[config.mk]
export PLATFORM = sky130hd
export DESIGN_NAME = simple_dual_port_ram
export DESIGN_NICKNAME = d
export VERILOG_FILES = /design/src/rtl/simple_dual_port_ram.sv
export SDC_FILE = /design/constraint.sdc
export NUM_CORES = 1
export LEC_CHECK = 0
export ABC_AREA = 1
export CAP_MARGIN = 20
export CORE_ASPECT_RATIO = 2
export CORE_MARGIN = 1.5
export CORE_UTILIZATION = 40
export CTS_CLUSTER_SIZE = 24
export DETAILED_ROUTE_END_ITERATION = 8
export PLACE_DENSITY_LB_ADDON = 0.1
export SETUP_SLACK_MARGIN = 0.3
export SKIP_LAST_GASP = 1
export SYNTH_ARGS = -nofsm -noshare
export SYNTH_HDL_FRONTEND = slang
export SYNTH_SLANG_ARGS = --single-unit
[constraint.sdc]
create_clock -name clk -period 2.3 [get_ports clk]
set_input_delay 0.46 -clock clk [delete_from_list [all_inputs] [get_ports clk]]
set_output_delay 0.46 -clock clk [all_outputs]
set_load 0.05 [all_outputs]
[src/rtl/simple_dual_port_ram.sv]
`default_nettype none
// +--------------------------------------------------------------------------+
// | simple_dual_port_ram                                                     |
// | Simple dual-port RAM: byte-enable write port, pipelined read port.       |
// | Optional clear-on-reset sequencer enabled by `define DPRAM_CLEAR_EN.     |
// | Revision: 1.0                                                            |
// +--------------------------------------------------------------------------+
module simple_dual_port_ram #(
   parameter int ADDR_WIDTH = 4,
   parameter int DATA_WIDTH = 32,
   parameter int DEPTH      = 16,
   parameter int RD_LATENCY = 1,
   parameter int RDW_MODE   = 0
) (
   input  logic                    clk,
   input  logic                    rst,
   input  logic                    wr_en,
   input  logic [ADDR_WIDTH-1:0]   wr_addr,
   input  logic [DATA_WIDTH-1:0]   wr_data,
   input  logic [DATA_WIDTH/8-1:0] wr_be,
   input  logic                    rd_en,
   input  logic [ADDR_WIDTH-1:0]   rd_addr,
   output logic [DATA_WIDTH-1:0]   rd_data,
   output logic                    rd_valid,
   output logic                    busy,
   output logic                    addr_err
);

   localparam int                  C_NBYTES = DATA_WIDTH / 8;
   localparam logic [ADDR_WIDTH:0] C_DEPTH  = (ADDR_WIDTH + 1)'(DEPTH);

   logic [DATA_WIDTH-1:0] mem [DEPTH];

   logic                  w_clr_we;
   logic [ADDR_WIDTH-1:0] w_clr_ptr;
   logic                  w_wr_acc, w_wr_in, w_wr_do;
   logic                  w_rd_acc, w_rd_in;
   logic [DATA_WIDTH-1:0] w_rd_old, w_rd_word;
   logic                  r_s1_valid;
   logic [DATA_WIDTH-1:0] r_s1_data;
   logic                  r_err;

`ifdef DPRAM_CLEAR_EN
   typedef enum logic [0:0] {IDLE = 1'b0, CLEAR = 1'b1} state_t;

   localparam logic [ADDR_WIDTH-1:0] C_LAST = ADDR_WIDTH'(DEPTH - 1);

   state_t                r_state, w_state_nxt;
   logic [ADDR_WIDTH-1:0] r_ptr, w_ptr_nxt;

   always_ff @(posedge clk) begin
      if (rst) begin
         r_state <= CLEAR;
         r_ptr   <= '0;
      end else begin
         r_state <= w_state_nxt;
         r_ptr   <= w_ptr_nxt;
      end
   end

   always_comb begin
      w_state_nxt = r_state;
      w_ptr_nxt   = r_ptr;
      w_clr_we    = 1'b0;
      case (r_state)
         CLEAR: begin
            w_clr_we  = ~rst;
            w_ptr_nxt = r_ptr + ADDR_WIDTH'(1);
            if (r_ptr == C_LAST) begin
               w_state_nxt = IDLE;
               w_ptr_nxt   = '0;
            end
         end
         default: ;
      endcase
   end

   assign w_clr_ptr = r_ptr;
   assign busy      = (r_state == CLEAR);
`else
   assign w_clr_we  = 1'b0;
   assign w_clr_ptr = '0;
   assign busy      = 1'b0;
`endif

   assign w_wr_acc = wr_en & ~busy & ~rst;
   assign w_rd_acc = rd_en & ~busy & ~rst;
   assign w_wr_in  = ({1'b0, wr_addr} < C_DEPTH);
   assign w_rd_in  = ({1'b0, rd_addr} < C_DEPTH);
   assign w_wr_do  = w_wr_acc & w_wr_in;
   assign w_rd_old = w_rd_in ? mem[rd_addr] : '0;

   // New-data mode forwards only the enabled bytes of a same-address write.
   always_comb begin
      w_rd_word = w_rd_old;
      if (RDW_MODE == 1 && w_wr_do && w_rd_in && wr_addr == rd_addr) begin
         for (int b = 0; b < C_NBYTES; b++) begin
            if (wr_be[b]) w_rd_word[8*b +: 8] = wr_data[8*b +: 8];
         end
      end
   end

   always_ff @(posedge clk) begin
      if (w_clr_we) begin
         mem[w_clr_ptr] <= '0;
      end else if (w_wr_do) begin
         for (int b = 0; b < C_NBYTES; b++) begin
            if (wr_be[b]) mem[wr_addr][8*b +: 8] <= wr_data[8*b +: 8];
         end
      end
   end

   always_ff @(posedge clk) begin
      if (rst) begin
         r_s1_valid <= 1'b0;
         r_s1_data  <= '0;
         r_err      <= 1'b0;
      end else begin
         r_s1_valid <= w_rd_acc;
         if (w_rd_acc) r_s1_data <= w_rd_word;
         r_err <= (w_wr_acc & ~w_wr_in) | (w_rd_acc & ~w_rd_in);
      end
   end

   assign addr_err = r_err;

   generate
      if (RD_LATENCY == 2) begin : g_lat2
         logic                  r_s2_valid;
         logic [DATA_WIDTH-1:0] r_s2_data;
         always_ff @(posedge clk) begin
            if (rst) begin
               r_s2_valid <= 1'b0;
               r_s2_data  <= '0;
            end else begin
               r_s2_valid <= r_s1_valid;
               if (r_s1_valid) r_s2_data <= r_s1_data;
            end
         end
         assign rd_valid = r_s2_valid;
         assign rd_data  = r_s2_data;
      end else begin : g_lat1
         assign rd_valid = r_s1_valid;
         assign rd_data  = r_s1_data;
      end
   endgenerate

endmodule
`default_nettype wire

; ---- Word-level counts from Yosys, hierarchy flattened
; Memory sizes are Yosys's and may differ from the RTL's. A register that Yosys moved wholly into a read port is not among the register bits.
; Index checks and enable logic that the tools add are counted.
; W data, S select, Z words.
[totals]
ff_bits = 1
word_cells = 17
output_inout_bits = 35
memories = 1
ramBits = 512
input_bits = 48
[memory_table]
columns = memory, depth, width, rd, rd_ports_with_merged_regs, wr, line_no
row1 = mem, 16, 32, 1, 1, 1, 32  ; logic [DATA_WIDTH-1:0] mem [DEPTH];
[classes]
bitwise = 3
muxes = 12
[ops]
columns = cell, n
row1 = $mux W1, 12
row2 = $and A1 B1 Y1, 2
row3 = $not A1 Y1, 1

; ---- Logic depth before layout (Yosys ltp)
[depth]
word_depth = 4
mapped_depth = 12
depth_no_buf = 9

; ---- Worst setup path before layout
; Ideal clock, no wire load.
[synth_path]
path_kind = input -> register
start = in rst
end = mem mem[10][16], enable pin
stages = 6
arrival_ps = 1594
required_time_ps = 1930
setup_slack_ps = 336
setup_time_ps = 370
cell_sequence = buf_2 > inv_1 > buf_4 > nand3_1 > buf_2 > nor2_1
[synth_via]
elab_chain_len = 4
[synth_lines]
columns = element, line_no
row1 = from (decl), 16  ; input logic rst,
row2 = $not A1 Y1, 86  ; assign w_wr_acc = wr_en & ~busy & ~rst;
row3 = $and A1 B1 Y1, 86
row4 = $mux W1, 106  ; end else if (w_wr_do) begin
row5 = $mux W1 (implied by the code), 108  ; if (wr_be[b]) mem[wr_addr][8*b +: 8] <= wr_data[8*b +: 8];
row6 = to (decl), 32
; Every way passes these cells.

; ---- Worst setup path in the final report
[layout_path]
start = reg r_s1_data[26], in the netlist rd_data[26] (read register of mem)
end = out rd_data[26]
[layout_rtl]
columns = element, line_no
row1 = from (decl), 40  ; logic [DATA_WIDTH-1:0] r_s1_data;
row2 = to (decl), 23  ; output logic [DATA_WIDTH-1:0] rd_data,
; No word-level cell between the ends.

==> impl_metrics.json <==
{
  "grt_setup_unrepaired": "true",
  "clock_insertion_delay_worst_skew_ps": 590,
  "layout_min_cycle_time_ps": 1950,
  "floorplan.initialDensity_pct": 40.3,
  "grt_pass1_vias": 15000,
  "synth_cell_type_count": 17,
  "wire_per_inst_um": 21.6,
  "worst-r2r-setup-slack_ps": 1010,
  "synthesis.instances": 1929,
  "ys_top_cells_by_count": "742 x nand2_1, 512 x edfxtp_1, 420 x nand3_1",
  "die_y_um": 336,
  "cp_startpoint": "rd_data[26]",
  "wirelength_routed_mm": 62.6,
  "cts.repair_timing.setup_buffer_count": 0,
  "ir_worst_vdd_mv": 0.435,
  "p_switching_mw": 4.75,
  "start_kind": "register",
  "synthesis.area_per_instance_um2": 11.5,
  "antenna_violations_before_repair": 1,
  "finalCoreUtilization_pct": 47.4,
  "fin_crit_sh_pct": 84.9,
  "drt-pass1-iter-count": 5,
  "detailed_router_s_first_iteration_violation_count": 1136,
  "ys_ff_latch": 545,
  "core_region_area_mm2": 0.0551,
  "worst_clock_skew_ps": 13.1,
  "routed-via-count": 14700,
  "globalRouteOverflowTotal": 0,
  "cts_tree": "built",
  "powerDensity_mw_per_mm2": 786,
  "fp.dieArea_mm2": 0.0570,
  "timing_max_transition_violations_final": 0,
  "worst_r2r_path_depth": 8,
  "numClockSinks": 545,
  "critical_path.top_delay_family": "buffers and inverters",
  "synthTopCellsByArea": "edfxtp_1 69%, nand2_1 13%, nand3_1 9.5%",
  "worstSetupPathType": "reg -> out",
  "final_antenna_net_count": 0,
  "placementRows": 122,
  "grt_max_degree": 65,
  "n_fill_cell": 4993,
  "drt_drc_violations_left": 0,
  "timing.slew.headroom_pct": 33.9,
  "cts-buffers-inserted": 48,
  "setup_viol": 0,
  "switching_share_pct": 23.2,
  "n_antenna_cell": 0,
  "cp_max_fo": 2,
  "hold_viol": 0,
  "internal_power_mw": 15.8,
  "timing.rr.start": "mem[9][5]",
  "crit_end": "rd_data[26]",
  "finalNetCount": 2163,
  "proportion_of_synthesized_chip_area_in_sequential_cells_pct": 72.3,
  "run_status": "complete, no violations",
  "cts.htree.levels": 2,
  "route.detailed.vias_per_inst": 5.06,
  "clkTransAtPathRegs_ps": 60,
  "portBuffers": 80,
  "regToRegEndpoint": "rd_data[5]",
  "finalNonFillerCells": 2899,
  "worstSetupPathDepth": 1,
  "timing.critical_path.slowest_stage_cell": "clkdlybuf4s15_1",
  "synth_most_common_cell": "nand2_1",
  "synth-edff-count": 512,
  "critical_path_arrival_ps": 1490,
  "crit_buf_inv": 1,
  "leak_pwr_nw": 9.91,
  "crit_end_element": "output port",
  "cpPeakStageDelay_ps": 520,
  "die-width_um": 170,
  "timing_worst_slew_pin_value_ps": 989,
  "max_cap_violations": 0,
  "ys.warnings.count": 0,
  "area_growth_syn_to_layout_pct": 17.6,
  "timing.hold.worst.class": "reg -> reg",
  "place_inst": 2809,
  "most_instantiated_flip_flop_cell_in_the_synthesis_netlist": "edfxtp_1",
  "synth.cell_area_mm2": 0.0222,
  "critPathRequiredTime_ps": 1840,
  "achievable-frequency_ghz": 0.512,
  "cell_chain_of_the_critical_path": "clkdlybuf4s15_1",
  "wire_length_of_the_first_global_routing_pass_mm": 93.3,
  "clockRootBuffer": "clkbuf_16",
  "synth_area_leader_cell": "edfxtp_1",
  "top_ports": 83,
  "ctsLongestPathBuffers": 3,
  "synth.top_cell.area_share_pct": 69.3,
  "place_congestion": 0.797,
  "power.share.sequential_pct": 53.5,
  "final_hpwl_from_detailed_placement_mm": 41.3,
  "grtUsageTotal_pct": 22.6,
  "pwr-share-comb_pct": 8.1,
  "share_clk_of_total_power_pct": 38.4,
  "final_layout_size_suffix_gt1_share_pct": 11.7,
  "async_reset_ff_share_pct": 0,
  "hold_path_depth": 2
}
## worst min-delay path by stage
stage                startpoint           to  slack (ps)
floorplan            wr_data[0]    mem[0][0]         560
global placement    rd_data[16]  rd_data[16]         460
detailed placement  rd_data[20]  rd_data[20]         460
CTS                 rd_data[19]  rd_data[19]         470
global route         rd_data[3]   rd_data[3]         500
finish              rd_data[21]  rd_data[21]         470
## flip-flops by register name (all words and copies together) (netlist names)
register  flops
mem         512
rd_data      32
rd_valid      1
## placed cells by master, fill, tap and decap left out, types with 3 or more instances in the layout
master,instances
clkdlybuf4s50_1,43
clkbuf_8,3
nand3_1,420
buf_12,21
inv_1,14
clkbuf_16,49
nor2_1,82
nand2_1,742
edfxtp_1,512
bufinv_16,3
clkinv_1,10
dlygate4sd2_1,30
clkbuf_1,13
dfxtp_1,33
clkinv_2,8
buf_4,155
## area by class of cell
cell class | instances | area, um^2 | area share (%)
Sequential cell | 545 | 16000 | 61.5
Multi-Input combinational cell | 1247 | 5210 | 20.0
Timing Repair Buffer | 255 | 2330 | 8.91
Clock buffer | 64 | 1300 | 4.99
Tap cell | 744 | 931 | 3.57
Clock inverter | 26 | 209 | 0.801
Inverter | 18 | 77.6 | 0.297
## kinds of logic (layout without fill, tap and decap cells)
family	count (synthesis)	in the layout	share of synthesized area (%)
other	1	2	0.0169
buffers and inverters	138	363	4.27
flip-flops	545	545	72.3
AND/OR/NAND/NOR	1245	1245	23.4
## metal layers
metal	up-vias	wire, um	global-route usage [%]
met3	139	2330	2.68
met5	-	13	0
met2	364	33700	42.1
li1	7014	-	-
met1	7152	23600	25.3
met4	2	2980	10.8
## power by group through the flow
| stage | sequential (mW) | combinational (mW) | clock [mW] |
|---|---|---|---|
| after global routing | 11.0 | 1.81 | 8.40 |
| after floorplan | 11.3 | 0.779 | 0 |
| after detailed placement | 11.2 | 1.71 | 0 |
| after global placement | 11.2 | 1.72 | 0 |
| final | 11.0 | 1.67 | 7.88 |
| after CTS | 11.0 | 1.69 | 8.06 |
## what timing repair did
item	in CTS	in global routing
hold buffers	0	0
endpoints found under the setup margin	33	2
resized for setup	35	2
## per-stage QoR
step | power [mW] | area (um^2) | TNS (ps) | setup WS, ps | hold slack, ps
after floorplan | 12.1 | 22200 | 0 | 336 | 559
after global placement | 12.9 | 24600 | -22530 | -108 | 460
after detailed placement | 12.9 | 24600 | -38040 | -141 | 464
after CTS | 20.7 | 26100 | 0 | 278 | 474
after global routing | 21.2 | 26100 | 0 | 297 | 499
final | 20.5 | 26100 | 0 | 348 | 469
Note: power is estimated with default switching activity, not from simulation.
